--- config.mk ---
export PLATFORM = sky130hd
export DESIGN_NAME = ram_requester
export DESIGN_NICKNAME = d
export VERILOG_FILES = /design/src/rtl/ram_requester.sv
export SDC_FILE = /design/constraint.sdc
export NUM_CORES = 1
export LEC_CHECK = 0
export BUFFER_PORTS_ARGS = -buffer_cell sky130_fd_sc_hd__buf_2
export CORE_AREA = 2 2 83 85
export CTS_CLUSTER_SIZE = 28
export DETAILED_ROUTE_END_ITERATION = 10
export DIE_AREA = 0 0 85 87
export GPL_TIMING_DRIVEN = 0
export PLACE_DENSITY = 0.8
export REMOVE_ABC_BUFFERS = 1
export SETUP_SLACK_MARGIN = 0.4
export SYNTH_ARGS = -nofsm -noshare
export SYNTH_HDL_FRONTEND = slang
export SYNTH_SLANG_ARGS = --single-unit
--- constraint.sdc ---
create_clock -name clk -period 3.8 [get_ports clk]
set_input_delay 0.38 -clock clk [delete_from_list [all_inputs] [get_ports clk]]
set_output_delay 0.38 -clock clk [all_outputs]
set_load 0.005 [all_outputs]
--- src/rtl/ram_requester.sv ---
// ram_requester: valid/ready front-end for the register RAM.
// Requests pass straight through to the RAM ports; read results come back
// one cycle late from the RAM and are queued in a small response FIFO so
// the client can apply backpressure without losing data.
module ram_requester #(
  parameter int addr_size  = 4,
  parameter int cell_size  = 16,
  parameter int resp_depth = 4
) (
  input  logic                 clk,
  input  logic                 rst,
  input  logic                 req_valid,
  output logic                 req_ready,
  input  logic                 req_we,
  input  logic [addr_size-1:0] req_addr,
  input  logic [cell_size-1:0] req_data,
  output logic                 resp_valid,
  input  logic                 resp_ready,
  output logic [cell_size-1:0] resp_data,
  output logic [addr_size-1:0] ram_ra,
  output logic [addr_size-1:0] ram_wa,
  output logic [cell_size-1:0] ram_data,
  output logic                 ram_we,
  input  logic [cell_size-1:0] ram_result
);

  localparam int ptr_w = $clog2(resp_depth);
  localparam int cnt_w = ptr_w + 1;
  localparam logic [cnt_w-1:0] depth_c = cnt_w'(resp_depth);

  logic [cell_size-1:0] fifo_mem [resp_depth];
  logic [ptr_w-1:0]     wr_ptr;
  logic [ptr_w-1:0]     rd_ptr;
  logic [cnt_w-1:0]     fifo_count;
  logic                 rd_pending;

  logic [cnt_w-1:0]     used;
  logic                 accept;
  logic                 push;
  logic                 pop;

  // Request side: credit check and combinational RAM port drive.
  // A read in flight already owns a slot, so it is counted with the FIFO
  // contents; a pop in the same cycle deliberately does not return a credit.
  always_comb begin
    used      = fifo_count + cnt_w'(rd_pending);
    req_ready = ~rst & (used < depth_c);
    accept    = req_valid & req_ready;
    ram_we    = accept & req_we;
    ram_ra    = req_addr;
    ram_wa    = req_addr;
    ram_data  = req_data;
  end

  // Response side: head of FIFO presented to the client, zero when empty.
  always_comb begin
    resp_valid = ~rst & (fifo_count != '0);
    resp_data  = resp_valid ? fifo_mem[rd_ptr] : '0;
    pop        = resp_valid & resp_ready;
    push       = rd_pending & ~rst;
  end

  // Control state: pending-read flag, FIFO pointers and occupancy.
  always_ff @(posedge clk) begin
    if (rst) begin
      rd_pending <= 1'b0;
      wr_ptr     <= '0;
      rd_ptr     <= '0;
      fifo_count <= '0;
    end else begin
      rd_pending <= accept & ~req_we;
      if (push) begin
        wr_ptr <= wr_ptr + ptr_w'(1);
      end
      if (pop) begin
        rd_ptr <= rd_ptr + ptr_w'(1);
      end
      case ({push, pop})
        2'b10:   fifo_count <= fifo_count + cnt_w'(1);
        2'b01:   fifo_count <= fifo_count - cnt_w'(1);
        default: fifo_count <= fifo_count;
      endcase
    end
  end

  // FIFO storage: captures the RAM's late read result; contents survive reset.
  always_ff @(posedge clk) begin
    if (push) begin
      fifo_mem[wr_ptr] <= ram_result;
    end
  end

  // The credit rule guarantees an in-flight read always finds a free slot.
  assert property (@(posedge clk) disable iff (rst) !(push && fifo_count == depth_c));

endmodule

==> results of run 1 <==
-- metrics by stage --
step / power [W] / util (%)
global placement: 0.000978 / 48.9
CTS: 0.00150 / 51.4
floorplan: 0.000948 / -
detailed placement: 0.000981 / 48.9
finish: 0.00149 / 51.4
global route: 0.00154 / 51.4
-- per-layer routing --
layer	GRT usage [%]	part of all wire [%]	wire length (um)	vias up
li1	-	-	-	695
met3	7.01	9.0	474	3
met4	6.93	0.28	15	0
met1	19.0	43	2280	729
met2	22.9	48	2510	65
met5	2.80	0	0	-
-- layout by cell type, fill, tap and decap left out, types with 5 or more instances in the layout --
| master | Yosys | routed |
|---|---|---|
| dfxtp_1 | 10 | 10 |
| ha_1 | 5 | 5 |
| and2_1 | 21 | 21 |
| nor2_1 | 7 | 7 |
| mux4_2 | 10 | 10 |
| mux4_1 | 6 | 6 |
| edfxtp_1 | 64 | 64 |
| buf_2 | 2 | 39 |
| inv_1 | 6 | 6 |
| clkbuf_8 | 0 | 9 |
-- final cells by class --
type / instances / area [um2] / share of cell area (%)
inverters: 6 / 22.5 / 0.666
multi-input cells: 72 / 769 / 22.8
clock buffers: 9 / 124 / 3.67
clock inverters: 7 / 46.3 / 1.37
flip-flops and latches: 74 / 2120 / 62.8
repair buffers: 39 / 195 / 5.78
well taps: 80 / 100 / 2.96
-- worst max path at each step --
stage	cells past startpoint	slack, ns	start	end
3_5_place_dp	9	1.15	rst	fifo_count[2]$_SDFFE_PP0P_
2_1_floorplan	9	1.66	fifo_count[0]$_SDFFE_PP0P_	fifo_count[2]$_SDFFE_PP0P_
4_1_cts	3	1.08	register	resp_data[15]
5_1_grt	3	0.97	register	resp_data[3]
3_3_place_gp	9	1.22	rst	fifo_count[2]$_SDFFE_PP0P_
6_report	3	1.16	register	resp_data[2]
-- state kept, by name (all words and copies together), names as in the netlist, named ones only --
register	flops
rd_ptr	2
fifo_mem	64
fifo_count	3
wr_ptr	2
rd_pending	1
-- cell families (layout without fill, tap and decap cells) --
family / Yosys count / after routing / share of synthesized area [%]
and+or+nand+nor: 37 / 37 / 6.77
adders and majority gates: 6 / 6 / 2.63
AOI/OAI and AO/OA: 8 / 8 / 1.47
DFF: 74 / 74 / 67.5
muxes: 17 / 17 / 12.5
buffers and inverters: 36 / 61 / 8.00
xor gates and xnor gates: 4 / 4 / 1.11
-- worst max-delay path: stages, from the launching register on --
cell	delay (ns)
dfxtp_1	0.99
mux4_1	0.64
and2_1	0.18
buf_2	0.12
-- where the power goes --
group	internal (W)	leakage [nW]	switching, W	total [W]
clock network	0.000234	0.0826	0.000290	0.000524
logic	0.0000330	0.447	0.0000296	0.0000626
registers	0.000889	0.658	0.0000101	0.000899
-- synth_stat cells --
master    number  area share [%]
mux2i_1        1            0.32
a21oi_1        4            0.64
nand4_1        1            0.20
fa_1           1            0.64
buf_4         24             5.7
dfxtp_1       10             6.4
buf_2          2            0.32
or3_1          2            0.40
xnor2_1        1            0.28
clkbuf_1       2            0.24
and3b_1        1            0.28
mux4_2        10             7.2
nand2_1        1            0.12
nor3_1         1            0.16
xor2_1         3            0.84
nor2_2         1            0.20
inv_1          6            0.72
o31ai_1        1            0.24
ha_1           5             2.0
o21ai_0        2            0.32
nor2_1         7            0.84
edfxtp_1      64              61
a31o_2         1            0.28
and3_1         1            0.20
nor2b_1        1            0.20
and2_1        21             4.2
mux4_1         6             5.0
buf_12         1            0.64
buf_6          1            0.36
==> metrics, run 1 <==
status=finished clean; worst endpoint required time=around 3.4 ns; synth warn=0; RSZ-0062 raised after global routing=false; Worst-Skew Late Latency=around 0.34 ns; vias=about 1,500; initial antenna violation count=0; pin count of the biggest net entering global routing=19; PostCTS Resize Cnt=0; Cell Pwr Density=440 nW/um2; worst reg-to-reg path cell count=9; Mapped Avg Cell Area=roughly 17 um2; GP Congestion=0.679; Fin Hold WS=approximately 0.25 ns; pins over their slew limit=0; fin area=between 3000 and 4000 um2; Core ar.=between 6000 and 7000 um2; WL/cell=between 15 and 20 um; Worst Hold Path EP=fifo_mem[1][4]$_DFFE_PP_; die width=85 um; Initial Utilization=~48%; nets@finish=249; Num CTS Buffers=9; Place WS=1.15 ns; # Post-CTS Setup Buffers=0; minimum clock period=about 2.6 ns; CTS clk-pin slew, worst paths=approximately 0.080 ns; hold_buf cts=0; register area share after synthesis=between 60% and 70%; Worst Skew=between 0.01 and 0.015 ns; non-filler instance count after layout=between 200 and 300; diode count=0; total gr overflow=0; endpoints failing setup=0; worst-margin pin slew=1.00 ns; Detailed Route Iter0 Violations=85; Critical R2R Launch=fifo_count[0]$_SDFFE_PP0P_; Yosys reg bits=74; crit share post-route=a little over two thirds; Std-Cell Rows=30; post-route ant nets=0; WL final=5.28 mm; DIE HEIGHT=about 87 um; PnR worst setup slack=1.16 ns; placed cell areas=between 3000 and 4000 um2; peak supply drop=0.434 mV; htree depth=3; worst r2r dst=fifo_count[2]$_SDFFE_PP0P_; clock sink count=74; R2R Setup Slk=1.26 ns; first-pass GRT wire length=just over 8 mm; Max Cap Viol=0; port buffer count=39; Clock Path Buffers=2; Max Fclk=0.378 GHz; DR DRC count=0; Fin. Hold Viols=0; routed vias/inst=5.20; Critical Path Fanout Max=16; HP Start=ram_result[4]; setup TNS=0 ns; number of cells on the worst hold path=1; Layout fillers=545; Setup crit start kind=register; Hold/Removal Path Class=in -> reg; synthesis-to-finish area growth=7.52%; Setup CP Type=reg -> out; Clock Tree Root=clkbuf_8; drt first pass iters=4; Worst setup EP type=output pin; Tot GR Track Use=15.3%; arrival time at the worst endpoint=approximately 2.3 ns; CTS tree=built; max_slew headroom=about 33%; placed cell count=roughly 270; die area=7400 um2; synthesized instance count=around 180; Ports=84; share of layout cells above drive strength 1=roughly a third; dpl hpwl=3.39 mm; leakage=about 1.2 nW; vias in the first global route=around 1,600; Yosys cell types=29; area of the mapped netlist=roughly 3100 um2
(Power assumes the default switching activity.)
==> run 2: changes to the inputs <==
clock period = 2.46 ns   (was 3.8 ns; I/O delays follow)
==> run 2 against run 1 <==
Effect of this change: register-to-register slack got worse by 0.80 ns; power is 55% higher; count of clock-buffer cells in the layout did not move; final cell count is 2.1% higher; sequential power is 54% higher; first-iteration DRC count fell by 15%; non-clock buffer count grew 6; die area unchanged; via count rose by 1.6%; sequential share of layout area fell by 1.1 points; global-route usage about the same.
==> metrics, run 2 (synthesis results as in run 1) <==
max reg flops=64; Ports=between 80 and 90; Top Registers=fifo_mem x64, fifo_count x3; Clock Tree Root=clkbuf_8; Setup CP Type=reg -> reg; most common cell after layout, fill and taps aside=edfxtp_1; Num CTS Buffers=9; peak supply drop=around 0.67 mV; clock sink count=74; worst r2r dst=fifo_count[2]$_SDFFE_PP0P_; fin area=about 3500 um2; fin util=between 50% and 60%; WL/cell=around 18 um; share of layout cells above drive strength 1=approximately 37%; CP endpoint=fifo_count[2]$_SDFFE_PP0P_; nets@finish=255; first-pass GRT wire length=approximately 8.3 mm; Worst-Skew Late Latency=0.34 ns; CTS tree=built; GP Congestion=a little under 0.7; R2R Setup Slk=between 0.4 and 0.5 ns; placed cell areas=3210 um2; placed cell count=roughly 270; endpoints failing setup=0; Max Cap Viol=0; routed vias/inst=around 5.2; total gr overflow=0; commonest non-fill, non-tap cells in the layout=edfxtp_1, buf_2, and2_1, mux4_2, clkbuf_8; htree depth=3; Std-Cell Rows=30; post-route ant nets=0; arrival time at the worst endpoint=2.27 ns; Setup crit start kind=register; Detailed Route Iter0 Violations=just over 70; die area=between 7000 and 8000 um2; DR DRC count=0; status=finished clean; Cell Pwr Density=roughly 670 nW/um2; WL final=around 5.3 mm; leakage=1.23 nW; worst-margin pin slew=between 0.8 and 0.9 ns; Initial Utilization=between 40% and 50%; crit share post-route=81.2%; max_slew headroom=42.4%; worst endpoint required time=~2.7 ns; crit path launch=fifo_count[2]$_SDFFE_PP0P_; Worst setup EP type=register; Fin. Hold Viols=0; Core ar.=about 6600 um2; DIE HEIGHT=87 um; drt first pass iters=4; minimum clock period=2.00 ns; CTS clk-pin slew, worst paths=roughly 0.080 ns; Hold/Removal Path Class=in -> reg; number of cells on the worst hold path=1; non-filler instance count after layout=between 200 and 300; synthesis-to-finish area growth=9.95%; Critical Path Fanout Max=6; total chip power=0.00231 W; RSZ-0062 raised after global routing=true; Clock Path Buffers=2; worst reg-to-reg path cell count=9; Max Fclk=between 0.5 and 0.6 GHz; vias=1,516; Layout fillers=around 540; Tot GR Track Use=between 15 and 20%; setup TNS=0 ns; diode count=0; dpl hpwl=between 3 and 4 mm; Worst Skew=between 0.008 and 0.009 ns; Largest Register=fifo_mem; pin count of the biggest net entering global routing=18; die width=between 80 and 90 um; vias in the first global route=~1,600; Critical R2R Launch=fifo_count[2]$_SDFFE_PP0P_; port buffer count=39; initial antenna violation count=0; pins over their slew limit=0
## run 2: critical path, stage by stage (launching register included)
cell     delay, ns
dfxtp_2       0.39
nor3_2        0.08
nor2_4        0.11
and2_1        0.13
ha_1          0.18
inv_1         0.06
fa_1          0.37
xor2_1        0.16
or3_1         0.31
a21oi_1       0.14
## run 2: metrics by stage
step	setup WS, ns	hold slack [ns]
after detailed placement	-0.123	0.467
final	0.462	0.123
after floorplan	0.315	0.315
after global placement	-0.0509	0.459
after global routing	0.366	0.107
after CTS	0.372	0.105
## run 2: what timing repair did
| item | in CTS | in global routing |
|---|---|---|
| buffers inserted | 1 | 5 |
| endpoints found under the setup margin | 18 | 7 |
| pin swaps | 1 | 0 |
| resized for setup | 4 | 4 |
| hold buffers | 0 | 0 |
## run 2: worst min-delay path by stage
stage / start / to / slack [ns]
2_1_floorplan: rst / fifo_count[2]$_SDFFE_PP0P_ / 0.32
3_3_place_gp: ram_result[12] / fifo_mem[2][12]$_DFFE_PP_ / 0.46
3_5_place_dp: ram_result[5] / fifo_mem[3][5]$_DFFE_PP_ / 0.47
4_1_cts: ram_result[4] / fifo_mem[1][4]$_DFFE_PP_ / 0.10
5_1_grt: ram_result[11] / fifo_mem[2][11]$_DFFE_PP_ / 0.11
6_report: ram_result[5] / fifo_mem[3][5]$_DFFE_PP_ / 0.12
## run 2: area by class of cell
class                           instances  area, um2  share of cell area, %
Multi-Input combinational cell         72        779                   22.6
Clock inverter                          7       46.3                   1.34
Clock buffer                            9        124                   3.58
Sequential cell                        74       2130                   61.7
Inverter                                6       22.5                  0.652
Timing Repair Buffer                   45        253                   7.31
Tap cell                               80        100                   2.90
## run 2: report_power, final
part           switching (W)  internal [W]  total [W]
sequential        0.00000996       0.00137    0.00138
clock               0.000445      0.000362   0.000806
combinational      0.0000548     0.0000611   0.000116
## run 2: per-layer routing
layer	wire length [um]	GRT usage, %	vias to the layer above	part of all wire, %
met5	0	2.80	-	0
met2	2550	22.9	61	48
met4	0	6.93	0	0
met1	2350	19.1	746	44
met3	436	7.01	0	8.2
li1	-	-	709	-
